**src/rtl/ram_sweep.sv**
```systemverilog
// ram_sweep: single-port synchronous RAM, registered write-through read
// path, and an FSM that sweeps every word to FILL on a Clear request.
// Ports: clock, reset (async, active-high); enable/write/address/data_in
// host access; data_out/valid/addr_err registered response; clear
// starts a sweep, busy while sweeping, done pulses at sweep end.
// Option: define RAM_SWEEP_AUTOCLEAR_EN to sweep the RAM out of reset.
module ram_sweep #(
  parameter int DATA_W = 4,
  parameter int ADDR_W = 5,
  parameter int DEPTH  = 32,
  parameter logic [DATA_W-1:0] FILL = '0
) (
  input  logic              clock,
  input  logic              reset,
  input  logic              enable,
  input  logic              write,
  input  logic [ADDR_W-1:0] address,
  input  logic [DATA_W-1:0] data_in,
  output logic [DATA_W-1:0] data_out,
  output logic              valid,
  output logic              addr_err,
  input  logic              clear,
  output logic              busy,
  output logic              done
);

  localparam int IW = (DEPTH > 1) ? $clog2(DEPTH) : 1;
  localparam logic [ADDR_W:0] LIM =
    (ADDR_W+1)'(DEPTH);
  localparam logic [ADDR_W-1:0] LAST =
    ADDR_W'(DEPTH - 1);

  typedef enum logic {
    IDLE,
    SWEEP
  } state_t;

`ifdef RAM_SWEEP_AUTOCLEAR_EN
  localparam state_t RST_ST = SWEEP;
`else
  localparam state_t RST_ST = IDLE;
`endif

  logic [DATA_W-1:0] mem [DEPTH];

  state_t            state;
  state_t            state_n;
  logic [ADDR_W-1:0] cnt;
  logic [ADDR_W-1:0] cnt_n;
  logic              done_n;

  logic              accept;
  logic              in_range;
  logic              acc_we;
  logic              sweep_we;

  assign busy     = (state == SWEEP);
  assign accept   = enable & ~busy;
  assign in_range = ({1'b0, address} < LIM);
  // Host writes are also blocked while reset is held, since the
  // storage array itself has no reset to protect it.
  assign acc_we   = accept & write & in_range & ~reset;
  assign sweep_we = busy;

  always_comb begin
    state_n = state;
    cnt_n   = cnt;
    done_n  = 1'b0;
    unique case (state)
      IDLE: begin
        if (clear) begin
          state_n = SWEEP;
        end
      end
      SWEEP: begin
        if (cnt == LAST) begin
          cnt_n   = '0;
          done_n  = 1'b1;
          state_n = IDLE;
        end else begin
          cnt_n = cnt + 1'b1;
        end
      end
      default: begin
        state_n = IDLE;
        cnt_n   = '0;
      end
    endcase
  end

  // Storage: never reset. Sweep and host writes are exclusive
  // because host access is only accepted in IDLE.
  always_ff @(posedge clock) begin
    if (sweep_we) begin
      mem[cnt[IW-1:0]] <= FILL;
    end else if (acc_we) begin
      mem[address[IW-1:0]] <= data_in;
    end
  end

  always_ff @(posedge clock or posedge reset) begin
    if (reset) begin
      state <= RST_ST;
      cnt   <= '0;
      done  <= 1'b0;
    end else begin
      state <= state_n;
      cnt   <= cnt_n;
      done  <= done_n;
    end
  end

  always_ff @(posedge clock or posedge reset) begin
    if (reset) begin
      data_out <= '0;
      valid    <= 1'b0;
      addr_err <= 1'b0;
    end else if (accept) begin
      valid    <= 1'b1;
      addr_err <= ~in_range;
      if (!in_range) begin
        data_out <= '0;
      end else if (write) begin
        data_out <= data_in;
      end else begin
        data_out <= mem[address[IW-1:0]];
      end
    end else begin
      valid    <= 1'b0;
      addr_err <= 1'b0;
    end
  end

endmodule
```
**config.mk**
```make
export PLATFORM = sky130hd
export DESIGN_NAME = ram_sweep
export DESIGN_NICKNAME = d
export VERILOG_FILES = /design/src/rtl/ram_sweep.sv
export SDC_FILE = /design/constraint.sdc
export NUM_CORES = 1
export LEC_CHECK = 0
export BUFFER_PORTS_ARGS = -buffer_cell sky130_fd_sc_hd__buf_2
export CAP_MARGIN = 20
export CORE_MARGIN = 5
export CORE_UTILIZATION = 30
export CTS_BUF_LIST = sky130_fd_sc_hd__clkbuf_4
export CTS_CLUSTER_DIAMETER = 30
export CTS_CLUSTER_SIZE = 8
export DETAILED_ROUTE_END_ITERATION = 10
export GPL_TIMING_DRIVEN = 0
export PLACE_DENSITY = 0.53
export SLEW_MARGIN = 25
export SYNTH_ARGS = -nofsm -noshare
export SYNTH_HDL_FRONTEND = slang
export SYNTH_SLANG_ARGS = --single-unit
```
**constraint.sdc**
```tcl
create_clock -name clock -period 3.9 [get_ports clock]
set_input_delay 0.78 -clock clock [delete_from_list [all_inputs] [get_ports clock]]
set_output_delay 0.78 -clock clock [all_outputs]
set_load 0.05 [all_outputs]
```
==> impl_results.md, run 1 <==
- RSZ-0062 raised after global routing: false
- Post-synth top area share: 65.4%
- CORE AREA: 0.0194 mm2
- Final hold vios: 0
- Synth Net Count: 368
- Global route total overflow: 0
- R2R cell count: 5
- Worst Path Required: 4110 ps
- CP Max Fanout: 6
- Clock share of power: 26.6%
- H-tree depth: 4
- Leakage: 2.41 nW
- Die W: 150 um
- Final period util: 61.3%
- Total power: 3.45 mW
- Row Count: 51
- Area contributors post-synth: edfxtp_1 65%, mux2i_1 5.3%, dfrtp_1 5.1%
- Final worst path period need: 2390 ps
- Drt first-iter violations: 277
- Synth unique cells: 37
- Vias per inst: 4.78
- Gpl congestion: 0.818
- Vias in the first global route: 3250
- Total CTS buffers: 17
- DRC viols: 0
- Total track usage: 12.2%
- Hold buffer count at CTS: 0
- Reg2reg setup slack: 1510 ps
- Share of layout cells above drive strength 1: 20.6%
- Final wirelength: 12.8 mm
- Worst setup SP type: flop
- P per Cell Area: 523 mW/mm2
- Worst slew margin: 52.8%
- Final hold slack: 245 ps
- Final setup fails: 0
- R2R Path Start: busy
- Clock latency on the worst-skew pair: 550 ps
- Sw Pwr: 1.09 mW
- Area growth syn-to-layout: 12.2%
- Antenna violations before repair: 0
- Starting density of the core: 30.3%
- Average size of a mapped cell: 16.7 um2
- Synth warnings: 0
- Port buffer count: 19
- Sequential Power Share: 54.1%
- Clk buf depth: 2
- CP Capture Type: flop
- Largest net degree at the start of global routing: 33
- Clk slew on worst S/H paths: 120 ps
- Drt wl/cell: 19.2 um
- Via count: 3195
- Slew Limit Fails: 0
- Post-CTS Resized: 0
- Die ar.: 0.0225 mm2
- Fraction of registers with async set/reset: 8.57%
- Cell count after synthesis: 352
- Critical path arrival: 2600 ps
- Seq/Total Area, Yosys: 70.5%
- IO Count: 22
- Final ANT Viol Nets: 0
- Yosys top cell by area: edfxtp_1
- First-pass GRT wire length: 19.7 mm
- Nets: 406
- Setup_tns: 0 ps
- CTS root buffer: clkbuf_4
- Critical R2R Capture: mem[19][2]
- Cell Area, Synth: 0.00587 mm2
- Sw Ratio: 31.5%
- Setup crit start: busy
- Post-synth EDFFs: 128
- Pint: 2.36 mW
- Peak VDD IR: 0.000300 V
- Synth Register Bits: 140
- Post-CTS Setup Bufs: 0
- First-pass DRT Iterations: 4
- Min-delay worst type: in2async
- CTS tree: yes
- CTS sink cnt: 140
- Maxcap violations: 0
- Final Skew: 17.5 ps
- Dpl hpwl: 8.76 mm
- Worst-Margin Slew: 708 ps
- Die H: 150 um
- Final core utilization: 34.0%
- Max Clk Rate: 0.418 GHz
- Critical path type: reg2reg
- Primary FF master, synth: edfxtp_1
- Status: finished, final reports clean
- Gate power share: 19.3%
[routing by layer]
metal  vias up  share of wire (%)  track usage [%]
met5         -                  0                0
met2        88                 49             19.5
met1      1621                 44             16.0
met4         0                1.4             4.07
li1       1469                  -                -
met3        17                5.6             3.42
[cells by family after synthesis]
group,after synthesis,share of synthesized area (%)
flip-flops,140,70.5
AND/OR/NAND/NOR,80,6.16
multiplexers,57,14.0
AO/OA/AOI/OAI,49,6.50
buffers and inverters,23,2.28
adder cells (fa/ha/maj),2,0.426
other,1,0.0638
[cells in the final DEF, fill, tap and decap left out, types with 6 or more instances in the layout]
master    Yosys  layout
nor2b_1       6       6
mux2_2       10      10
dfrtp_1      12      12
a221oi_1      8       8
mux4_1       11      11
mux2i_1      31      31
a21oi_1       9       9
nor2_1       41      41
clkbuf_4      0      18
edfxtp_1    128     128
nand2_1      16      16
inv_1         6       6
buf_2         1      20
[synthesized netlist by cell type, types with 3 or more instances]
cell type / number
edfxtp_1: 128
nor2_1: 41
mux2i_1: 31
nand2_1: 16
dfrtp_1: 12
mux4_1: 11
mux2_2: 10
a21oi_1: 9
a221oi_1: 8
and2_1: 6
inv_1: 6
nor2b_1: 6
a22o_1: 5
clkbuf_1: 5
mux4_2: 5
nand2b_1: 5
o21ai_0: 5
a211oi_1: 4
a221oi_2: 4
buf_4: 4
o221ai_1: 4
o22ai_1: 4
buf_1: 3
[registers in the layout, indices dropped and copies added (netlist names)]
name and cells:
data_out 4, valid 1, mem 128, done 1
cnt 5, busy 1
[worst max-delay path by stage]
stage	to	slack [ps]	cells past startpoint
6_report	mem[19][2]	1510	5
5_1_grt	mem[13][2]	1310	6
4_1_cts	mem[15][2]	1480	6
3_5_place_dp	mem[15][3]	970	5
3_3_place_gp	mem[19][2]	790	5
2_1_floorplan	mem[10][0]	1560	6
[cell type report]
type / instances / area, um2
Fill cell: 1913 / 12800
Sequential cell: 140 / 4140
Multi-Input combinational cell: 189 / 1600
Tap cell: 265 / 332
Clock inverter: 14 / 146
Clock buffer: 18 / 135
Buffer: 16 / 108
Timing Repair Buffer: 19 / 95.1
Inverter: 7 / 26.3
Antenna cell: 1 / 2.50
[power by group through the flow]
stage / sequential [mW] / clock, mW / combinational (mW)
2_1_floorplan: 1.95 / 0 / 0.379
3_3_place_gp: 1.89 / 0 / 0.656
3_5_place_dp: 1.90 / 0 / 0.673
4_1_cts: 1.87 / 0.950 / 0.676
5_1_grt: 1.88 / 1.02 / 0.718
6_report: 1.87 / 0.918 / 0.667
[stage by stage]
step                      std cells  instance area (um2)  worst slack [ps]
after CTS                       668                 6590              1480
after floorplan                 352                 5870              1560
after global placement          636                 6300               785
after detailed placement        636                 6310               971
final                           669                 6590              1510
after global routing            668                 6590              1310
[critical path, cell delays in order, from the launching register on]
cell and delay [ps]:
dfrtp_1 420, nor4bb_1 290, clkbuf_1 290, mux2i_1 430, nand2_1 210, nor2_1 410
Power figures use the tool's default switching activity.
==> run 2: changes to the inputs <==
==> constraint.sdc (replaced) <==
create_clock -name clock -period 2.4 [get_ports clock]
set_input_delay 0.48 -clock clock [delete_from_list [all_inputs] [get_ports clock]]
set_output_delay 0.48 -clock clock [all_outputs]
set_load 0.05 [all_outputs]
==> run 2 against run 1 <==
  * Die area unchanged
  * Register-to-register slack got worse by 1400 ps
  * Count of clock-buffer cells in the layout is the same
  * Utilization grew 0.21 points
  * Largest power group unchanged
  * Highest routed layer unchanged
==> impl_results.md, run 2 (synthesis results as in run 1) <==
- Status: finished, final reports clean
- CORE AREA: 0.0194 mm2
- Final worst path period need: 2330 ps
- Slew Limit Fails: 0
- Clock latency on the worst-skew pair: 550 ps
- Total track usage: 12.2%
- Clk slew on worst S/H paths: 120 ps
- Critical path arrival: 2540 ps
- H-tree depth: 4
- Worst setup SP type: flop
- P per Cell Area: 853 mW/mm2
- Die W: 150 um
- Worst Path Required: 2610 ps
- Antenna cells: 0
- Share of layout cells above drive strength 1: 24.0%
- Most common cell after layout, fill and taps aside: edfxtp_1
- FF/Latch Area: 0.00414 mm2
- Worst-Margin Slew: 710 ps
- Via count: 3185
- Post-CTS Setup Bufs: 0
- Leakage: 2.42 nW
- Final setup fails: 0
- Clk buf depth: 2
- Final hold vios: 0
- Critical path type: reg2reg
- Worst slew margin: 52.6%
- CTS tree: yes
- Final Skew: 15.4 ps
- Vias in the first global route: 3262
- Drt first-iter violations: 302
- First-pass GRT wire length: 19.7 mm
- IO Count: 22
- Final period util: 97.0%
- Starting density of the core: 30.3%
- Fillers: 1907
- Nets: 407
- RSZ-0062 raised after global routing: false
- CP Capture Type: flop
- Final ANT Viol Nets: 0
- Peak VDD IR: 0.000488 V
- Gpl congestion: 0.818
- Max FFs per register: 128
- CTS root buffer: clkbuf_4
- Min-delay worst type: in2reg
- Maxcap violations: 0
- Total power: 5.66 mW
- Multi-input logic area: 0.00163 mm2
- Dpl hpwl: 8.76 mm
- DRC viols: 0
- Global route total overflow: 0
- Max Clk Rate: 0.429 GHz
- CP Max Fanout: 6
- First-pass DRT Iterations: 5
- Row Count: 51
- Design Area, Final: 0.00663 mm2
- Commonest cells after routing, fill and taps aside: 128 x edfxtp_1, 31 x mux2i_1, 28 x nor2_1
- DP Worst Slack: -229 ps
- Drt wl/cell: 19.2 um
- Area growth syn-to-layout: 12.9%
- Die ar.: 0.0225 mm2
- CTS sink cnt: 140
- Post-Layout Cell Count: 669
- Vias per inst: 4.76
- Final wirelength: 12.8 mm
- Total CTS buffers: 17
- Antenna violations before repair: 0
- Port buffer count: 19
- Final worst slack: 70.8 ps
- Final hold slack: 158 ps
- Cell Area, Placed: 0.00631 mm2
- Die H: 150 um
- Largest net degree at the start of global routing: 33
- Dpl cells: 636
[run 2: cell types whose count changed in the layout (fill, tap and decap cells not counted), sizes merged]
cell and change:
diode -1, dlygate4sd3 +1
[run 2: cell type report]
class | instances | share of cell area [%]
clock buffer | 18 | 2.04
timing repair buffer | 20 | 1.58
clock inverter | 14 | 2.21
tap | 265 | 5.00
inverter | 7 | 0.396
multi-input combinational | 189 | 24.6
sequential | 140 | 62.5
buffer | 16 | 1.64
[run 2: worst max-delay path, cell delays in order (launching register included)]
cell and delay (ps):
dfrtp_1 420, nor4bb_1 300, clkbuf_2 230, mux2i_1 410, nand2_1 220, nor2_1 410
[run 2: worst paths after layout]
check	end	from	depth (start not counted)	slack [ps]
max	mem[19][2]	busy	5	70
min	busy	clear	3	160
max reg2reg	mem[19][2]	busy	5	70
min reg2reg	cnt[0]	cnt[0]	1	610
max in group asynchronous	data_out[0]	reset	3	1550
min in group asynchronous	data_out[2]	reset	3	500
[run 2: report_power, final]
part / internal [mW] / switching [mW] / leakage, nW
logic: 0.328 / 0.807 / 0.822
registers: 2.90 / 0.134 / 1.46
clock network: 0.628 / 0.862 / 0.139
total: 3.85 / 1.80 / 2.42
[run 2: stage by stage]
| step | utilization (%) | setup TNS, ps |
|---|---|---|
| 2_1_floorplan | - | 0 |
| 3_3_place_gp | 32.5 | -61890 |
| 3_5_place_dp | 32.5 | -17580 |
| 4_1_cts | 34.0 | -157 |
| 5_1_grt | 34.2 | 0 |
| 6_report | 34.2 | 0 |
[run 2: per-layer routing]
layer	vias up	routed length, um	global-route usage, %
li1	1470	-	-
met1	1623	5720	15.9
met2	78	6390	19.6
met3	14	560	3.42
met4	0	167	4.07
met5	-	0	0
[run 2: what timing repair did]
item | 4_1_cts | 5_1_grt
hold buffers | 1 | 0
endpoints found under the hold margin | 12 | 0
resized for setup | 2 | 12
endpoints found under the setup margin | 20 | 104
